### src/rtl/zion_clr_skid_buf_pkg.sv
// Shared types for the register-slice and FIFO blocks.
// The occupancy state is the number of valid beats held.
package zion_clr_skid_buf_pkg;

    typedef enum logic [1:0] {
        EMPTY = 2'd0,
        ONE   = 2'd1,
        TWO   = 2'd2
    } skid_state_e;

endpackage

### src/rtl/zion_clr_skid_buf.sv
// Two-entry ready/valid slice: data out one cycle after accept when empty; oRdy/oVld/oDat all registered.
// Backpressure: a second beat parks in the skid register and oRdy drops until downstream pops; iClr flushes both entries.
module zion_clr_skid_buf
    import zion_clr_skid_buf_pkg::*;
#(
    parameter int              WIDTH    = 32,
    parameter logic [WIDTH-1:0] INI_DATA = WIDTH'(1)
) (
    input  logic             clk,
    input  logic             rst,
    input  logic             iClr,
    input  logic             iVld,
    output logic             oRdy,
    input  logic [WIDTH-1:0] iDat,
    output logic             oVld,
    input  logic             iRdy,
    output logic [WIDTH-1:0] oDat
);

    skid_state_e      state_q;
    logic             vld_q;
    logic             rdy_q;
    logic [WIDTH-1:0] main_q;
    logic [WIDTH-1:0] main_d;
    logic [WIDTH-1:0] skid_q;
    logic [WIDTH-1:0] skid_d;
    logic             acc;
    logic             pop;

    assign acc  = iVld & rdy_q;
    assign pop  = vld_q & iRdy;
    assign oRdy = rdy_q;
    assign oVld = vld_q;
    assign oDat = main_q;

    // Handshake flags are registered alongside the state so neither depends on iVld/iRdy.
    always_ff @(posedge clk or negedge rst) begin
        if (!rst) begin
            state_q <= EMPTY;
            vld_q   <= 1'b0;
            rdy_q   <= 1'b1;
        end else if (iClr) begin
            state_q <= EMPTY;
            vld_q   <= 1'b0;
            rdy_q   <= 1'b1;
        end else begin
            case (state_q)
                EMPTY: begin
                    if (acc) begin
                        state_q <= ONE;
                        vld_q   <= 1'b1;
                        rdy_q   <= 1'b1;
                    end
                end
                ONE: begin
                    if (acc && !pop) begin
                        state_q <= TWO;
                        vld_q   <= 1'b1;
                        rdy_q   <= 1'b0;
                    end else if (!acc && pop) begin
                        state_q <= EMPTY;
                        vld_q   <= 1'b0;
                        rdy_q   <= 1'b1;
                    end
                end
                TWO: begin
                    if (pop) begin
                        state_q <= ONE;
                        vld_q   <= 1'b1;
                        rdy_q   <= 1'b1;
                    end
                end
                default: begin
                    state_q <= EMPTY;
                    vld_q   <= 1'b0;
                    rdy_q   <= 1'b1;
                end
            endcase
        end
    end

    always_comb begin
        main_d = main_q;
        skid_d = skid_q;
        case (state_q)
            EMPTY: begin
                if (acc) main_d = iDat;
            end
            ONE: begin
                if (acc && pop) main_d = iDat;
                else if (acc)   skid_d = iDat;
            end
            TWO: begin
                if (pop) main_d = skid_q;
            end
            default: begin
                main_d = main_q;
            end
        endcase
    end

    always_ff @(posedge clk or negedge rst) begin
        if (!rst) begin
            main_q <= INI_DATA;
            skid_q <= INI_DATA;
        end else if (iClr) begin
            main_q <= INI_DATA;
            skid_q <= INI_DATA;
        end else begin
            main_q <= main_d;
            skid_q <= skid_d;
        end
    end

    // A producer must keep iVld up until its beat is taken; a clear releases it.
    property p_vld_hold;
        @(posedge clk) disable iff (!rst) (iVld && !rdy_q && !iClr) |=> iVld;
    endproperty
    a_vld_hold: assert property (p_vld_hold);

endmodule

### config.mk
export PLATFORM = sky130hd
export DESIGN_NAME = zion_clr_skid_buf
export DESIGN_NICKNAME = d
export VERILOG_FILES = /design/src/rtl/zion_clr_skid_buf_pkg.sv /design/src/rtl/zion_clr_skid_buf.sv
export SDC_FILE = /design/constraint.sdc
export NUM_CORES = 1
export LEC_CHECK = 0
export BUFFER_PORTS_ARGS = -buffer_cell sky130_fd_sc_hd__buf_2
export CAP_MARGIN = 10
export CORE_MARGIN = 2
export CORE_UTILIZATION = 59
export DETAILED_ROUTE_END_ITERATION = 12
export GPL_ROUTABILITY_DRIVEN = 1
export GPL_TIMING_DRIVEN = 0
export PLACE_DENSITY = 0.89
export SYNTH_ARGS = -nofsm -noshare
export SYNTH_HDL_FRONTEND = slang
export SYNTH_SLANG_ARGS = --single-unit
export TNS_END_PERCENT = 100
### constraint.sdc
create_clock -name clk -period 2.72 [get_ports clk]
set_input_delay 0 -clock clk [delete_from_list [all_inputs] [get_ports clk]]
set_output_delay 0 -clock clk [all_outputs]
set_load 0.01 [all_outputs]
* Word level (Yosys, flattened, before mapping)
Cells that the tools add are included.
** Word-level totals
- Register bits after elaboration :: 68
- Output and inout bits :: 34
- Logic and storage cells :: 50
** Operators by class
- Equal/unequal tests :: 7
- Multiplexer cells :: 24
- Bitwise operators :: 2
- Reductions and logical operators :: 12
** Operators by type and width (count)
- $mux 32 :: 7
- $pmux 32 s3 :: 1
- $mux 2 :: 5
- $ne 3x3->1 const B :: 3
- $mux 1 :: 8
- $pmux 1 s3 :: 2
- $pmux 2 s3 :: 1
- $reduce_and 3->1 :: 2
- $ne 4x4->1 const B :: 1
- $reduce_and 4->1 :: 1
- $reduce_bool 2->1 :: 2
- $reduce_bool 4->1 :: 1
- $logic_and 1x1->1 :: 3
- $and 1x1->1 :: 2
- $eq 2x1->1 const B :: 1
- $eq 2x2->1 const B :: 1
- $logic_not 1->1 :: 2
- $logic_not 2->1 :: 1
- $ne 2x2->1 const B :: 1

* Depth between registers and ports, before layout
- Depth after elaboration :: 7
- Depth in mapped cells :: 6
- Gate-level depth less buffers :: 3

* Worst setup path before layout
No wires, ideal clock.
- Path kind :: reg2reg
- Start :: reg rdy_q (netlist: oRdy)
- End :: reg skid_q[10]
- Setup time :: 79 ps
- Arrival :: 1417 ps
- Path slack :: 1224 ps
- Cell stages (with the launch flop) :: 6
- Buffers on the path :: 2
- Path through :: dfstp_2 -> and3b_1 -> and2_1 -> buf_4 -> buf_6 -> mux2i_1
** On the way
- Cells in the longest elaborated chain, start to end :: 4
- Elaborated cells on any way between the ends :: 5
- Classes of those cells :: 1 x eq/ne; 1 x bitwise; 3 x reduce/logical
** Ends and longest elaborated chain
- start, declared :: line zion_clr_skid_buf.sv:22 : logic rdy_q;
- start signal, assigned :: line zion_clr_skid_buf.sv:41 : rdy_q <= 1'b1;
- start signal, assigned :: line zion_clr_skid_buf.sv:45 : rdy_q <= 1'b1;
- start signal, assigned :: line zion_clr_skid_buf.sv:52 : rdy_q <= 1'b1;
- $and 1x1->1 (*) :: line zion_clr_skid_buf.sv:30 : assign acc = iVld & rdy_q;
- $logic_and 1x1->1 :: line zion_clr_skid_buf.sv:90 : if (acc && pop) main_d = iDat;
- $ne 2x2->1 (no source line)
- $reduce_and 3->1 (no source line) (*)
- end signal, assigned :: line zion_clr_skid_buf.sv:111 : skid_q <= skid_d;
- end, declared :: line zion_clr_skid_buf.sv:25 : logic [WIDTH-1:0] skid_q;
Mark *: on every way between the ends. The rest lies on a longest branch, timed or not.
A chain may end at the register's enable or synchronous reset.

* Final worst setup path
- Start :: reg rdy_q (netlist: oRdy)
- End :: reg skid_q[19]
The elaborated chain is that of the path after synthesis.

==> summary by stage <==
Layout
The share of final-layout standard cells stronger than drive strength 1 is roughly a quarter. The number of filler cells placed in the layout is slightly below 400. The final layout contains 470 nets. The synthesis-to-finish area growth is 26.6%. The number of antenna repair diodes is 0.

Floorplanning
The core region is around 5900 um2. The die covers roughly 6600 um2. Measured along the y axis, the die boundary spans roughly 81 um. The floorplan die width is 81.4 um. The row count is 28. For this configuration, the core starts out at a cell density of roughly 60%. between 70 and 80 I/O pins were placed.

Place
During placement, the flow inserted port buffers numbering between 60 and 70. Routability-driven placement finished with a final weighted congestion of 0.795. The half-perimeter wire length of the detailed placement result is ~5.9 mm.

Synthesis
The sequential-to-total area share from yosys stat is between 40% and 50%. The dominant combinational cell family by area after synthesis is compound AO/OA/AOI/OAI gates. The synthesized netlist devotes 0% of its cell area to adder and majority cells. During synthesis, Yosys emitted a total of 0 warnings. The area fraction in and, or, nand and nor cells after synthesis is 8.77%. After synthesis the cells add up to 3540 um2. The portion of synthesized area spent on multiplexers is ~18%. Counting every net in the synthesized netlist gives 355.

The post-synthesis area per instance is ~11 um2. Counting every instance in the synthesized netlist gives 318. The area share of xor/xnor cells in the synthesized design is 0%.

The synthesized-area fraction occupied by ao, oa, aoi and oai cells is about a fifth. Counting flops and latches in the post-synthesis netlist gives 68. The count of distinct cell types in the synthesized netlist is 32.

Clock network
The number of sinks on the clock net is 68. For this design, the CTS-stage hold fixing added 35 buffers. Gates resized during post-CTS repair numbered 0. The root buffer selected by CTS is clkbuf_8. In this run the deepest clock path goes through 2 buffers.

Clock-pin slew was measured on the worst setup and hold paths at roughly 70 ps. In this run the number of H-tree levels came out at 3. In this run the post-CTS setup repair buffer count came out at 0. Counting the buffers created by CTS gives 9.

The worst-skew pair later-pin latency is ~350 ps. The TritonCTS clock tree is yes.

Timing
The shortest clock period the worst path allows after layout is around 1700 ps. The headroom to the max-slew limit is a little over two fifths. Hold is met by around 52 ps. The number of max-slew violations in the final report came to 0. Setup repair after global routing left no endpoint under its margin. The maximum clock frequency is a little under 0.6 GHz. The number of hold-slack violations in the final timing report is 0. The sum of negative setup slack is 0 ps. For the final database, setup skew stands at between 2 and 3 ps. The final setup violation count is 0. The final critical path takes up between 60% and 70% of the cycle. For the pin with the worst max-slew slack, the measured transition is 853 ps.

GRT
The initial antenna violation count is 0. The via count of the first global-routing pass was 3012. The largest net degree at the start of global routing is 69. The first global-routing pass estimated between 10 and 15 mm of wire. The global route total overflow is 0. The total routing usage reported by global routing is 28.6%.

Power
Net switching is a little under a third of the power. In this run, the combinational gates consume between 20% and 30% of the power. The leakage power summed over all cells is slightly below 2 nW. Across the VDD grid, the largest voltage drop is between 0.3 and 0.4 mV. The proportion of power drawn by flip-flops and latches is between 40 and 50%.

The clock network fraction of design power is roughly 30%. The power dissipated by switching net loads is 0.000718 W. For this design the ratio of total power to cell area is 526 nW/um2.

Internal power comes to between 0.0015 and 0.002 W.

Drt
The routed wire length is 9.02 mm. The number of DRC markers after the initial detailed-route iteration is about 180. For this run, design rule violations remaining after detail routing come to 0. The detailed-route via count is 3116. Before antenna repair, the detailed router went through 4 iterations.

Dividing the detail-routed wire length by the instance count gives 17.6 um. Dividing the detail-routed via count by the number of cells gives around 6. The post-detailed-route count of antenna-violating nets is 0.

Critical path
For this run, the slowest stage of the critical path takes between 600 and 700 ps. Of all nets on the critical path, the largest fanout is 10. In this design, the largest share of critical-path delay is due to flip-flops. Walking the worst path, the cells encountered are and3b_1 > and2_1 > buf_4 > buf_6 > mux2i_1. The cell type of the slowest stage on the worst timing path is dfstp_2.

The data arrival time of the critical path is slightly below 2000 ps. At the worst endpoint, the required time is 2990 ps. STA classifies the critical path endpoint as a flip-flop. The critical path start-end classification is reg2reg. The worst setup path is launched from a flip-flop. Together, buffers and inverters on the worst path number 2.

Run
The tool flagged a number of max-cap violations equal to 0.

Worst hold path
The tightest min-delay check is of the in2reg type.

Outcome
The run finished with clean final reports.
[worst paths after layout]
check / from / endpoint / slack [ps] / depth (start not counted)
worst max register to register: oRdy$_DFFE_PN1P_ / skid_q[19]$_DFFE_PN0P_ / 1020 / 5
worst min-delay path: iClr / oDat[20]$_DFFE_PN0P_ / 50 / 2
worst max-delay path: oRdy$_DFFE_PN1P_ / skid_q[19]$_DFFE_PN0P_ / 1020 / 5
worst min register to register: skid_q[0]$_DFFE_PN1P_ / skid_q[0]$_DFFE_PN1P_ / 510 / 2
max in group asynchronous: rst / oDat[20]$_DFFE_PN0P_ / 1860 / 2
min in group asynchronous: rst / oDat[11]$_DFFE_PN0P_ / 300 / 2
[logic make-up after synthesis]
family / after synthesis
mux: 63
flops: 68
simple gates: 72
buf+inv: 38
compound gates: 77
[power groups by stage]
| stage | Clock, W | Combinational [W] | Sequential [W] |
|---|---|---|---|
| floorplan | 0 | 0.000264 | 0.00118 |
| global placement | 0 | 0.000452 | 0.00116 |
| detailed placement | 0 | 0.000467 | 0.00117 |
| CTS | 0.000696 | 0.000508 | 0.00115 |
| global route | 0.000745 | 0.000552 | 0.00116 |
| finish | 0.000699 | 0.000509 | 0.00115 |
[through the flow]
| step | std cells | setup slack, ps | total power, W | area (um2) | util, % |
|---|---|---|---|---|---|
| finish | 512 | 1020 | 0.00236 | 4480 | 76.6 |
| global route | 512 | 938 | 0.00245 | 4480 | 76.6 |
| CTS | 512 | 1020 | 0.00235 | 4480 | 76.6 |
| detailed placement | 462 | 1040 | 0.00163 | 3980 | 68.0 |
| global placement | 462 | 1120 | 0.00161 | 3980 | 68.0 |
| floorplan | 318 | 1220 | 0.00145 | 3540 | - |
[Yosys cell counts]
cell type / count / share of area (%)
o211a_2: 1 / 0.28
inv_1: 2 / 0.21
clkinv_1: 1 / 0.11
and2_1: 1 / 0.18
a21boi_4: 1 / 0.53
buf_6: 6 / 1.9
mux2_2: 1 / 0.32
nand3_1: 1 / 0.14
o21ai_0: 1 / 0.14
buf_4: 6 / 1.3
dfstp_2: 3 / 2.2
a21o_1: 1 / 0.21
nor2b_1: 1 / 0.18
o211ai_1: 3 / 0.64
o21bai_1: 1 / 0.21
nand3b_1: 2 / 0.42
nand3b_4: 1 / 0.57
a32oi_1: 1 / 0.25
o2111ai_1: 31 / 7.7
a22oi_1: 1 / 0.21
dfrtp_1: 65 / 46
buf_2: 4 / 0.57
nor2_1: 2 / 0.21
o31ai_1: 20 / 4.2
a21oi_1: 4 / 0.57
nand4b_1: 1 / 0.25
o31ai_2: 11 / 3.9
nand2_1: 62 / 6.6
clkbuf_1: 19 / 2.0
and3b_1: 1 / 0.25
a211oi_1: 1 / 0.21
mux2i_1: 62 / 18
[worst register-to-register path: stages (launching register included)]
cell	delay [ps]
dfstp_2	610
and3b_1	280
and2_1	160
buf_4	170
buf_6	190
mux2i_1	220
[sequential cells by signal, indices dropped and copies added (netlist names)]
signal / flops
skid_q: 32
oVld: 1
oDat: 32
oRdy: 1
state_q: 2
[area by class of cell]
cell class / instances / area [um2] / area share [%]
clock inverter: 3 / 15.0 / 0.335
multi-input combinational: 212 / 1620 / 36.1
sequential: 68 / 1710 / 38.1
timing repair buffer: 104 / 698 / 15.6
clock buffer: 12 / 135 / 3.02
buffer: 35 / 204 / 4.55
tap: 75 / 93.8 / 2.09
inverter: 3 / 11.3 / 0.251
[cells in the final DEF, fill, tap and decap left out, drive strengths merged, types with 2 or more instances in the layout]
cell	synthesis	final
a21oi	4	4
inv	2	2
nand3b	3	3
o2111ai	31	31
clkbuf	19	31
dfrtp	65	65
dlygate4sd3	0	35
o211ai	3	3
dfstp	3	3
o31ai	31	31
nor2	2	2
nand2	62	62
clkinv	1	4
mux2i	62	62
buf	16	85
[layer usage]
metal,global-route usage [%],routed length (um),vias up
li1,-,-,1422
met4,12.2,160,0
met5,0,0,-
met1,37.9,3850,1537
met2,45.7,4460,139
met3,6.04,551,18
(Power assumes the default switching activity.)
